### src/rtl/pkt_write_pkg.sv
// Shared definitions for the sink-side packet write controller:
// state encoding and default sizing constants.
package pkt_write_pkg;

  localparam int DEF_DATA_W  = 16;
  localparam int DEF_MAX_LEN = 256;

  localparam logic [1:0] ST_IDLE  = 2'd0;
  localparam logic [1:0] ST_WRITE = 2'd1;
  localparam logic [1:0] ST_DONE  = 2'd2;
  localparam logic [1:0] ST_DRAIN = 2'd3;

  typedef enum logic [1:0] {
    IDLE  = ST_IDLE,
    WRITE = ST_WRITE,
    DONE  = ST_DONE,
    DRAIN = ST_DRAIN
  } state_t;

endpackage

### src/rtl/pkt_write_ctrl_beat_counter.sv
// Beat counter for the packet currently being written; saturates at MAX_LEN
// so the controller can detect an overlength packet on the next beat.
module pkt_beat_counter #(
  parameter int MAX_LEN = 256,
  parameter int LEN_W   = $clog2(MAX_LEN + 1)
) (
  input  logic             snk_clock,
  input  logic             snk_reset,
  input  logic             clear,
  input  logic             load_one,
  input  logic             incr,
  output logic [LEN_W-1:0] count,
  output logic             at_max
);

  assign at_max = (count == LEN_W'(MAX_LEN));

  always_ff @(posedge snk_clock or posedge snk_reset) begin
    if (snk_reset) begin
      count <= '0;
    end else if (clear) begin
      count <= '0;
    end else if (load_one) begin
      count <= LEN_W'(1);
    end else if (incr && !at_max) begin
      count <= count + LEN_W'(1);
    end
  end

endmodule

### src/rtl/pkt_write_ctrl.sv
// Sink-side packet write controller: zero-latency FIFO writes, length
// measurement/limit, framing error flags and a done pulse per packet.
module pkt_write_ctrl
  import pkt_write_pkg::*;
#(
  parameter int DATA_W  = DEF_DATA_W,
  parameter int MAX_LEN = DEF_MAX_LEN,
  parameter int LEN_W   = $clog2(MAX_LEN + 1),
  parameter int CNT_W   = 16
) (
  input  logic              snk_clock,
  input  logic              snk_reset,
  input  logic              snk_valid,
  input  logic              snk_sop,
  input  logic              snk_eop,
  input  logic [DATA_W-1:0] snk_data,
  input  logic              src_ready,
  input  logic              fifo_full,
  output logic              snk_ready,
  output logic              fifo_we,
  output logic [DATA_W-1:0] fifo_wdata,
  output logic              snk_done,
  output logic [LEN_W-1:0]  pkt_len,
  output logic [CNT_W-1:0]  pkt_cnt,
  output logic              err_sop,
  output logic              err_eop,
  output logic              err_len
);

  state_t           state;
  logic             acc;
  logic             ready_c;
  logic [LEN_W-1:0] beat_cnt;
  logic             at_max;
  logic             cnt_clear;
  logic             cnt_load;
  logic             cnt_incr;

  // DONE inserts one bubble so the done pulse never overlaps a new sop.
  always_comb begin
    ready_c = 1'b0;
    unique case (state)
      IDLE, WRITE: ready_c = src_ready && !fifo_full;
      DRAIN:       ready_c = 1'b1;
      DONE:        ready_c = 1'b0;
    endcase
  end

  assign snk_ready  = ready_c;
  assign acc        = snk_valid && ready_c;
  assign fifo_we    = acc && (((state == IDLE) && snk_sop) ||
                              ((state == WRITE) && !at_max));
  assign fifo_wdata = snk_data;

  assign cnt_clear = (state == DONE) || (state == DRAIN);
  assign cnt_load  = acc && (state == IDLE) && snk_sop;
  assign cnt_incr  = acc && (state == WRITE);

  pkt_beat_counter #(
    .MAX_LEN (MAX_LEN),
    .LEN_W   (LEN_W)
  ) u_beat_counter (
    .snk_clock (snk_clock),
    .snk_reset (snk_reset),
    .clear     (cnt_clear),
    .load_one  (cnt_load),
    .incr      (cnt_incr),
    .count     (beat_cnt),
    .at_max    (at_max)
  );

  always_ff @(posedge snk_clock or posedge snk_reset) begin
    if (snk_reset) begin
      state    <= IDLE;
      snk_done <= 1'b0;
      pkt_len  <= '0;
      pkt_cnt  <= '0;
      err_sop  <= 1'b0;
      err_eop  <= 1'b0;
      err_len  <= 1'b0;
    end else begin
      snk_done <= 1'b0;
      err_sop  <= 1'b0;
      err_eop  <= 1'b0;
      err_len  <= 1'b0;
      unique case (state)
        IDLE: begin
          if (acc) begin
            if (snk_sop && snk_eop) begin
              snk_done <= 1'b1;
              pkt_len  <= LEN_W'(1);
              pkt_cnt  <= pkt_cnt + CNT_W'(1);
              state    <= DONE;
            end else if (snk_sop) begin
              state <= WRITE;
            end else if (snk_eop) begin
              err_eop <= 1'b1;
            end
          end
        end
        WRITE: begin
          if (acc) begin
            if (snk_sop) begin
              err_sop <= 1'b1;
            end
            // A beat arriving with MAX_LEN already written is never stored.
            if (at_max) begin
              err_len <= 1'b1;
              state   <= snk_eop ? IDLE : DRAIN;
            end else if (snk_eop) begin
              snk_done <= 1'b1;
              pkt_len  <= beat_cnt + LEN_W'(1);
              pkt_cnt  <= pkt_cnt + CNT_W'(1);
              state    <= DONE;
            end
          end
        end
        DONE: begin
          state <= IDLE;
        end
        DRAIN: begin
          if (acc && snk_eop) begin
            state <= IDLE;
          end
        end
      endcase
    end
  end

endmodule

### config.mk
export PLATFORM = sky130hd
export DESIGN_NAME = pkt_write_ctrl
export DESIGN_NICKNAME = d
export VERILOG_FILES = /design/src/rtl/pkt_write_pkg.sv /design/src/rtl/pkt_write_ctrl_beat_counter.sv /design/src/rtl/pkt_write_ctrl.sv
export SDC_FILE = /design/constraint.sdc
export NUM_CORES = 1
export LEC_CHECK = 0
export CAP_MARGIN = 20
export CORE_ASPECT_RATIO = 1.2
export CORE_MARGIN = 1.5
export CORE_UTILIZATION = 42
export DETAILED_ROUTE_END_ITERATION = 12
export PLACE_DENSITY = 0.74
export REMOVE_ABC_BUFFERS = 1
export SLEW_MARGIN = 5
export SYNTH_ARGS = -nofsm -noshare
export SYNTH_HDL_FRONTEND = slang
export SYNTH_HIERARCHICAL = 1
export SYNTH_SLANG_ARGS = --single-unit
export TNS_END_PERCENT = 10
### constraint.sdc
create_clock -name snk_clock -period 5.9 [get_ports snk_clock]
set_clock_uncertainty 0.15 [all_clocks]
set_input_delay 0.885 -clock snk_clock [delete_from_list [all_inputs] [get_ports snk_clock]]
set_output_delay 0.885 -clock snk_clock [all_outputs]
set_load 0.02 [all_outputs]
==> results.py, run 1 <==
metrics = {
    "drt": {
        "wl_per_cell_um": 14.3,
        "totalWireLength_mm": 4.32,
        "vias": 1628,
        "avgViaCountPerCell": 5.39,
        "initialDrtViolationCount": 92,
        "drt_drc_violations_left": 0,
        "antenna_violating_nets_post_route": 0,
        "tritonroute_pass_1_iters": 4,
    },
    "sta": {
        "slew_violations": 0,
        "timing.max_slew.rel_slack": 0.601,
        "fmax_mhz": 274,
        "setup_viol": 0,
        "timing.final.hold_violations": 0,
        "hold-worst-slack_ns": 0.318,
        "post-route-min-period_ns": 3.65,
        "rsz0062_at_grt": "no",
        "final.setup.tns_ns": 0,
        "timing.final.crit_share": 0.619,
        "worst-slew-pin-transition_ns": 0.599,
    },
    "placed_design": {
        "globalplace.congestion": 0.827,
        "number_of_i_o_port_buffers": 37,
        "detailed_place_hpwl_mm": 3.24,
    },
    "synthesis": {
        "syn_area_per_cell_um2": 9.98,
        "synth_area_um2": 2180,
        "ys_warnings": 6,
        "synth.yosys.seq_area_share": 0.460,
        "synth.lib_cells_used.distinct": 44,
        "synth_enable_flop_cells": 0,
        "synth_async_sr_flop_share": 1.00,
        "ys_seq_elements": 40,
        "post_syn_instances": 218,
        "synthFlopType": "dfrtp_1",
    },
    "worst_setup_path": {
        "endpoint": "fifo_we",
        "cp.depth": 8,
        "critical_path_buf_inv_count": 2,
        "crit_family": "simple AND/OR/NAND/NOR gates",
        "critical_path_arrival_ns": 2.62,
        "startpoint_type_of_the_worst_setup_path": "register",
        "ff2ff_path_depth": 10,
        "critical_path.cell_chain": "inv_1 -> ha_1 -> nor4b_2 -> and2_1 -> nand2_1 -> o21ai_1 -> nor2_1 -> clkdlybuf4s50_1",
        "startpoint": "u_beat_counter/count[0]$_DFFE_PP0P_",
        "critical_path.reg2reg.endpoint": "pkt_len[6]$_DFFE_PP0P_",
        "critPathMaxFanout": 11,
        "critPathRequiredTime_ns": 4.87,
        "crit_type": "reg2out",
        "largest_stage_delay_worst_path_ns": 0.55,
        "rrSetupSlack_ns": 3.00,
        "critical-path-slowest-cell": "clkdlybuf4s50_1",
        "setup.worst_path.end_class": "output port",
        "crit-reg2reg-launch": "u_beat_counter/count[0]$_DFFE_PP0P_",
    },
    "grt": {
        "via_count_of_the_first_global_routing_pass": 1534,
        "overflow": 0,
        "global_route_total_usage_across_every_layer": 0.168,
        "grt_start_max_net_pins": 32,
        "grt_antenna_before_repair": 0,
        "grt_pass1_wl_mm": 7.04,
    },
    "layout": {
        "multiInputGateArea_um2": 977,
        "final_layout_size_suffix_gt1_frac": 0.0826,
        "area_delta_synth_final_pct": 18.3,
        "diodes": 0,
        "number_of_fillers_in_the_final_layout": 473,
        "sequential_cell_area_um2": 1000,
        "final_core_utilization": 0.517,
        "finalNetCount": 268,
    },
    "clocking": {
        "clk_latency_ns": 0.29,
        "tritoncts.num_buffers": 5,
        "clkSlewWorstSetupHoldPaths_ns": 0.08,
        "tritoncts_clock_tree": "done",
        "post-cts-setup-buffers": 0,
        "number_of_gates_given_a_new_drive_strength_after_cts": 0,
        "h-tree-depth": 2,
        "hold_buf_cts": 0,
        "cts-root-buf": "clkbuf_8",
        "clockBufferDepth": 2,
        "clock_sink_count": 40,
    },
    "floorplan": {
        "die_height_um": 81.8,
        "core-area_um2": 4970,
        "dieWidth_um": 68.7,
        "placement_rows": 28,
        "initial_utilization": 0.437,
        "total_die_area_um2": 5620,
        "num_io_pins": 70,
    },
    "power": {
        "power-per-cell-area_nw_per_um2": 292,
        "vdd.ir_drop.worst_mv": 0.149,
        "leakage_power_figure_nw": 1.04,
    },
    "min_path": {
        "worst_hold_path.num_cells": 1,
        "worst_hold_path_type": "reg2reg",
    },
    "status": {
        "run_status": "complete, no violations",
    },
    "run": {
        "maxCapViolations": 0,
    },
}
worst min path at each step:
stage | start | slack, ns | to
after detailed placement | pkt_cnt[15]$_DFFE_PP0P_ | 0.32 | pkt_cnt[15]$_DFFE_PP0P_
after CTS | pkt_cnt[15]$_DFFE_PP0P_ | 0.33 | pkt_cnt[15]$_DFFE_PP0P_
after global placement | pkt_cnt[15]$_DFFE_PP0P_ | 0.31 | pkt_cnt[15]$_DFFE_PP0P_
after global routing | pkt_cnt[15]$_DFFE_PP0P_ | 0.37 | pkt_cnt[15]$_DFFE_PP0P_
after floorplan | u_beat_counter/count[8]$_DFFE_PP0P_ | 0.40 | u_beat_counter/count[8]$_DFFE_PP0P_
final | pkt_cnt[15]$_DFFE_PP0P_ | 0.32 | pkt_cnt[15]$_DFFE_PP0P_
cell usage after synthesis (2+ instances only):
cell,n,area (um2)
o21ai_1,5,25.0
a21oi_1,7,35.0
buf_6,2,22.5
nor4b_2,2,30.0
o31ai_1,5,37.5
and3_1,4,25.0
xnor2_1,18,158
dfrtp_1,40,1000
or4_1,2,15.0
nand4_1,8,50.1
nor2_1,15,56.3
ha_1,4,50.1
inv_1,5,18.8
buf_4,17,128
nor4_4,2,42.5
nand3_1,11,55.1
or3_1,2,12.5
nor3_1,3,15.0
xor2_1,6,52.6
o21ai_0,3,15.0
clkbuf_1,2,7.51
nand2_1,33,124
routing by layer:
layer	vias to the layer above	part of all wire	wire length, um	global-route usage
li1	786	-	-	-
met1	774	0.43	1850	0.203
met2	61	0.47	2050	0.265
met3	7	0.081	349	0.0630
met4	0	0.017	73	0.0706
met5	-	0	0	0
cell usage in the layout (no fill, tap or decap), types with 3 or more instances in the layout:
| cell | instances |
|---|---|
| and3_1 | 4 |
| inv_1 | 5 |
| nand4_1 | 8 |
| xor2_1 | 6 |
| o31ai_1 | 5 |
| nor3_1 | 3 |
| o21ai_0 | 3 |
| o21ai_1 | 5 |
| ha_1 | 4 |
| nand3_1 | 11 |
| clkdlybuf4s50_1 | 37 |
| xnor2_1 | 18 |
| nor2_1 | 15 |
| clkbuf_8 | 5 |
| nand2_1 | 33 |
| dfrtp_1 | 40 |
| a21oi_1 | 7 |
power breakdown:
part           switching, mW  total, mW  internal (mW)
Clock                 0.0948      0.220          0.126
Combinational         0.0995      0.185         0.0855
Sequential            0.0465      0.347          0.300
Total                  0.241      0.752          0.511
cell families after synthesis:
family,Yosys count,share of synthesized area
adder cells (fa/ha/maj),4,0.0230
AND/OR/NAND/NOR,93,0.239
AO/OA/AOI/OAI,27,0.0811
buffers and inverters,28,0.0909
flip-flops,40,0.460
XOR/XNOR,24,0.0966
multiplexers,2,0.00978
sequential cells by signal, summed over array words and instances, names as in the netlist:
name                  flops
pkt_cnt                  16
err_eop                   1
err_len                   1
snk_done                  1
state                     2
err_sop                   1
pkt_len                   9
u_beat_counter/count      9
per-stage QoR:
step                      cells  area (um2)  setup slack, ns  total power [mW]
after floorplan             196        2010             3.19             0.461
after global placement      294        2470             2.47             0.534
after detailed placement    294        2470             2.45             0.538
after CTS                   302        2570             2.21             0.762
after global routing        302        2570             2.00             0.795
final                       302        2570             2.25             0.752
cell type report:
cell class	count	area share
clock buffers	6	0.0282
clock inverters	2	0.0136
repair buffers	38	0.147
inverters	6	0.0136
flip-flops and latches	40	0.389
multi-input cells	150	0.380
well taps	60	0.0292
Note: power is estimated with default switching activity, not from simulation.
==> inputs of run 2 (changes only) <==
--- a/config.mk
+++ b/config.mk
@@ -10,7 +10,7 @@
 export CORE_MARGIN = 1.5
 export CORE_UTILIZATION = 42
 export DETAILED_ROUTE_END_ITERATION = 12
-export PLACE_DENSITY = 0.74
+export PLACE_DENSITY = 0.77
 export REMOVE_ABC_BUFFERS = 1
 export SLEW_MARGIN = 5
 export SYNTH_ARGS = -nofsm -noshare
==> constraint.sdc (replaced) <==
create_clock -name snk_clock -period 2.99 [get_ports snk_clock]
set_clock_uncertainty 0.15 [all_clocks]
set_input_delay 0.4485 -clock snk_clock [delete_from_list [all_inputs] [get_ports snk_clock]]
set_output_delay 0.4485 -clock snk_clock [all_outputs]
set_load 0.02 [all_outputs]
==> results.py, run 2 (synthesized netlist as in run 1, its figures left out) <==
metrics = {
    "status": {
        "run_status": "complete, no violations",
    },
    "power": {
        "report.power.total_mw": 1.51,
        "vdd.ir_drop.worst_mv": 0.338,
        "leakage_power_figure_nw": 1.10,
        "power-per-cell-area_nw_per_um2": 575,
    },
    "clocking": {
        "cts-root-buf": "clkbuf_8",
        "hold_buf_cts": 0,
        "tritoncts_clock_tree": "done",
        "tritoncts.num_buffers": 5,
        "clkSlewWorstSetupHoldPaths_ns": 0.07,
        "clk_latency_ns": 0.29,
        "h-tree-depth": 2,
        "clockBufferDepth": 2,
        "clock_sink_count": 40,
    },
    "sta": {
        "setup_viol": 0,
        "timing.max_slew.rel_slack": 0.710,
        "fmax_mhz": 394,
        "post-route-min-period_ns": 2.54,
        "timing.final.hold_violations": 0,
        "rsz0062_at_grt": "no",
        "timing.final.crit_share": 0.848,
        "slew_violations": 0,
        "fin_ws_ns": 0.454,
        "worst-slew-pin-transition_ns": 0.431,
        "final.setup.tns_ns": 0,
    },
    "worst_setup_path": {
        "critPathRequiredTime_ns": 2.39,
        "largest_stage_delay_worst_path_ns": 0.47,
        "crit-reg2reg-launch": "u_beat_counter/count[1]$_DFFE_PP0P_",
        "setup.worst_path.end_class": "output port",
        "critPathMaxFanout": 8,
        "critical-path-slowest-cell": "dfrtp_1",
        "critical_path_arrival_ns": 1.94,
        "startpoint": "u_beat_counter/count[1]$_DFFE_PP0P_",
        "rrSetupSlack_ns": 0.53,
        "crit_type": "reg2out",
        "ff2ff_path_depth": 10,
        "critical_path.cell_chain": "inv_1 -> ha_1 -> nor4b_4 -> and2_2 -> nand2_1 -> o21ai_1 -> nor2_1 -> dlymetal6s2s_1",
        "critical_path.reg2reg.endpoint": "pkt_cnt[15]$_DFFE_PP0P_",
        "startpoint_type_of_the_worst_setup_path": "register",
    },
    "drt": {
        "wl_per_cell_um": 14.5,
        "totalWireLength_mm": 4.46,
        "drt_drc_violations_left": 0,
        "avgViaCountPerCell": 5.29,
        "tritonroute_pass_1_iters": 4,
        "initialDrtViolationCount": 69,
        "antenna_violating_nets_post_route": 0,
        "vias": 1624,
    },
    "grt": {
        "global_route_total_usage_across_every_layer": 0.181,
        "grt_antenna_before_repair": 0,
        "grt_start_max_net_pins": 32,
        "grt_pass1_wl_mm": 7.56,
        "overflow": 0,
        "via_count_of_the_first_global_routing_pass": 1615,
    },
    "floorplan": {
        "die_height_um": 81.8,
        "num_io_pins": 70,
        "initial_utilization": 0.437,
        "core-area_um2": 4970,
        "dieWidth_um": 68.7,
        "placement_rows": 28,
        "total_die_area_um2": 5620,
    },
    "layout": {
        "area_delta_synth_final_pct": 21.0,
        "layout_common_cells": "40 x dfrtp_1, 36 x clkdlybuf4s50_1, 33 x nand2_1",
        "finalNetCount": 273,
        "regMostFlops": "pkt_cnt",
        "largest_registers": "pkt_cnt (16), pkt_len (9), u_beat_counter/count (9)",
        "instances_no_fill": 307,
        "flip_flop_count_of_the_largest_register_after_layout": 16,
        "layout_commonest_cell": "dfrtp_1",
        "final_layout_size_suffix_gt1_frac": 0.105,
        "diodes": 0,
    },
    "placed_design": {
        "dp.cells": 299,
        "dpl_worst_slack_ns": 0.343,
        "number_of_i_o_port_buffers": 37,
        "detailed_place_hpwl_mm": 3.30,
        "globalplace.congestion": 0.814,
    },
    "run": {
        "maxCapViolations": 0,
    },
    "min_path": {
        "worst_hold_path_type": "in2async",
    },
}
run 2: cell type report:
class                           instances  area [um2]
Fill cell                             460        2340
Clock inverter                          2        35.0
Tap cell                               60        75.1
Timing Repair Buffer                   43         418
Multi-Input combinational cell        150         996
Clock buffer                            6        72.6
Sequential cell                        40        1000
Inverter                                6        35.0
run 2: per-layer routing:
metal / GRT usage / vias to the layer above / wire length, um
met5: 0 / - / 0
met2: 0.283 / 61 / 2120
met3: 0.0836 / 8 / 386
met1: 0.215 / 767 / 1870
met4: 0.0706 / 0 / 82
li1: - / 788 / -
run 2: stage by stage:
step,hold WS (ns),area (um2),utilization
6_report,0.293,2630,0.529
5_1_grt,0.325,2630,0.529
4_1_cts,0.296,2610,0.525
3_5_place_dp,0.318,2500,0.503
3_3_place_gp,0.312,2500,0.503
2_1_floorplan,0.126,2010,-
run 2: worst max-delay path, delay by kind of cell, from the launching register on:
kind,cells,cell delay (ns)
AND/OR/NAND/NOR,4,0.62
adder cells (fa/ha/maj),1,0.14
flip-flops,1,0.47
AO/OA/AOI/OAI,1,0.11
buffers and inverters,2,0.29
run 2: what timing repair did:
item,in CTS,in global routing
resized for setup,0,4
setup buffers,0,0
setup endpoints to repair,0,1
run 2: worst max-delay path by stage:
stage | to | depth (start not counted)
5_1_grt | fifo_we | 8
2_1_floorplan | pkt_len[6]$_DFFE_PP0P_ | 10
3_5_place_dp | fifo_we | 8
6_report | fifo_we | 8
3_3_place_gp | fifo_we | 8
4_1_cts | fifo_we | 8
run 2: report_power, final:
| group | leakage [nW] | total [mW] | switching, mW | internal, mW |
|---|---|---|---|---|
| sequential | 0.544 | 0.672 | 0.0797 | 0.593 |
| clock | 0.0552 | 0.436 | 0.189 | 0.248 |
| combinational | 0.497 | 0.406 | 0.216 | 0.190 |
==> inputs of run 3 (changes only) <==
==> constraint.sdc (replaced) <==
create_clock -name snk_clock -period 2.3 [get_ports snk_clock]
set_clock_uncertainty 0.15 [all_clocks]
set_input_delay 0.345 -clock snk_clock [delete_from_list [all_inputs] [get_ports snk_clock]]
set_output_delay 0.345 -clock snk_clock [all_outputs]
set_load 0.02 [all_outputs]
==> results.py, run 3 (synthesized netlist as in run 1, its figures left out) <==
metrics = {
    "status": {
        "run_status": "complete, no violations",
    },
    "worst_setup_path": {
        "startpoint": "state[1]$_DFFE_PP0P_",
        "crit_type": "reg2out",
        "critical_path_buf_inv_count": 1,
        "critical-path-slowest-cell": "clkdlybuf4s50_1",
        "critical_path.reg2reg.endpoint": "pkt_cnt[8]$_DFFE_PP0P_",
        "largest_stage_delay_worst_path_ns": 0.60,
        "critical_path_arrival_ns": 1.73,
        "rrSetupSlack_ns": 0.13,
        "setup.worst_path.end_class": "output port",
        "crit-reg2reg-launch": "u_beat_counter/count[0]$_DFFE_PP0P_",
        "crit_family": "buffers and inverters",
        "critical_path.cell_chain": "nor2_1 -> a22o_1 -> clkdlybuf4s50_1",
        "critPathRequiredTime_ns": 1.80,
        "ff2ff_path_depth": 10,
        "critPathMaxFanout": 9,
        "startpoint_type_of_the_worst_setup_path": "register",
    },
    "sta": {
        "slew_violations": 0,
        "rsz0062_at_grt": "yes",
        "post-route-min-period_ns": 2.22,
        "setup_viol": 0,
        "timing.final.hold_violations": 0,
        "final.setup.tns_ns": 0,
        "timing.final.crit_share": 0.965,
        "worst-slew-pin-transition_ns": 0.388,
        "fin_ws_ns": 0.0799,
        "fmax_mhz": 450,
        "timing.max_slew.rel_slack": 0.740,
    },
    "clocking": {
        "h-tree-depth": 2,
        "tritoncts.num_buffers": 5,
        "clockBufferDepth": 2,
        "tritoncts_clock_tree": "done",
        "clock_sink_count": 40,
        "clk_latency_ns": 0.29,
        "post-cts-setup-buffers": 0,
        "cts-root-buf": "clkbuf_8",
        "clkSlewWorstSetupHoldPaths_ns": 0.08,
        "hold_buf_cts": 0,
    },
    "layout": {
        "flip_flop_count_of_the_largest_register_after_layout": 16,
        "layout_commonest_cell": "dfrtp_1",
        "diodes": 0,
        "regMostFlops": "pkt_cnt",
        "area_delta_synth_final_pct": 26.1,
        "finalNetCount": 289,
        "number_of_fillers_in_the_final_layout": 419,
        "largest_registers": "pkt_cnt (16), pkt_len (9), u_beat_counter/count (9)",
        "final_layout_size_suffix_gt1_frac": 0.171,
        "final_design_area_no_fill_um2": 2740,
        "final_core_utilization": 0.552,
        "layout_common_cells": "40 x dfrtp_1, 36 x clkdlybuf4s50_1, 33 x nand2_1",
    },
    "drt": {
        "wl_per_cell_um": 14.3,
        "avgViaCountPerCell": 5.29,
        "totalWireLength_mm": 4.64,
        "vias": 1709,
        "antenna_violating_nets_post_route": 0,
        "initialDrtViolationCount": 99,
        "drt_drc_violations_left": 0,
        "tritonroute_pass_1_iters": 5,
    },
    "power": {
        "share_seq_of_total_power": 0.426,
        "vdd.ir_drop.worst_mv": 0.394,
        "power.internal_mw": 1.37,
        "power.switching_fraction": 0.322,
        "report.power.total_mw": 2.02,
        "pwr-share-comb": 0.290,
        "leakage_power_figure_nw": 1.17,
        "power.share.clock": 0.284,
        "power-per-cell-area_nw_per_um2": 737,
        "power_switching_uw": 651,
    },
    "floorplan": {
        "total_die_area_um2": 5620,
        "placement_rows": 28,
        "die_height_um": 81.8,
        "core-area_um2": 4970,
        "dieWidth_um": 68.7,
        "initial_utilization": 0.437,
        "num_io_pins": 70,
    },
    "grt": {
        "global_route_total_usage_across_every_layer": 0.179,
        "grt_antenna_before_repair": 0,
        "overflow": 0,
        "grt_pass1_wl_mm": 7.55,
        "via_count_of_the_first_global_routing_pass": 1668,
        "grt_start_max_net_pins": 32,
    },
    "min_path": {
        "worst_hold_path_type": "in2async",
    },
    "placed_design": {
        "detailed_place_hpwl_mm": 3.51,
        "dpl_worst_slack_ns": -0.0390,
        "globalplace.congestion": 0.850,
        "number_of_i_o_port_buffers": 37,
        "postPlaceCellArea_um2": 2620,
    },
    "run": {
        "maxCapViolations": 0,
    },
}
## run 3: changes by cell type in the layout (fill, tap and decap cells not counted), sizes merged
cell          change
buf              +16
clkbuf            +1
dlymetal6s2s      -1
## run 3: area by class of cell
type	instances	area (um2)	share of cell area
inverters	6	35.0	0.0128
clock inverters	2	35.0	0.0128
flip-flops and latches	40	1000	0.365
repair buffers	59	531	0.193
multi-input cells	150	995	0.363
clock buffers	6	72.6	0.0264
well taps	60	75.1	0.0274
## run 3: through the flow
stage,instances,hold slack [ns]
after floorplan,196,0.0229
after global placement,315,0.312
after detailed placement,315,0.327
after CTS,323,0.196
after global routing,323,0.224
final,323,0.189
## run 3: worst register-to-register path, delay by kind of cell, from the launching register on
family	cells	cell delay, ns
and+or+nand+nor	5	0.92
DFF	1	0.35
buffers and inverters	2	0.22
adders and majority gates	1	0.20
xor gates and xnor gates	1	0.15
AOI/OAI and AO/OA	1	0.08
## run 3: how the worst max path moves through the flow
| stage | end | slack [ns] | cells after the start |
|---|---|---|---|
| global route | pkt_cnt[8]$_DFFE_PP0P_ | 0.0005 | 10 |
| floorplan | pkt_len[6]$_DFFE_PP0P_ | -0.24 | 10 |
| finish | snk_ready | 0.08 | 3 |
| CTS | fifo_we | 0.01 | 8 |
| detailed placement | u_beat_counter/count[7]$_DFFE_PP0P_ | -0.04 | 8 |
| global placement | u_beat_counter/count[7]$_DFFE_PP0P_ | -0.02 | 8 |
## run 3: routing by layer
layer	part of all wire	wire [um]	up-vias	global-route usage
met5	0	0	-	0
met4	0.020	93	0	0.0667
met3	0.079	366	10	0.0890
met2	0.48	2210	65	0.283
met1	0.42	1970	807	0.206
li1	-	-	827	-
## run 3: power groups by stage
stage               logic (mW)  clock network [mW]  registers [mW]
finish                   0.587               0.575           0.861
global placement         0.565                   0           0.870
CTS                      0.589               0.588           0.861
detailed placement       0.574                   0           0.873
floorplan                0.254                   0           0.929
global route             0.648               0.615           0.874
## run 3: repair_timing
action                                 CTS  global route
setup endpoints to repair                1             9
endpoints found under the hold margin    0             0
resized for setup                        5             2
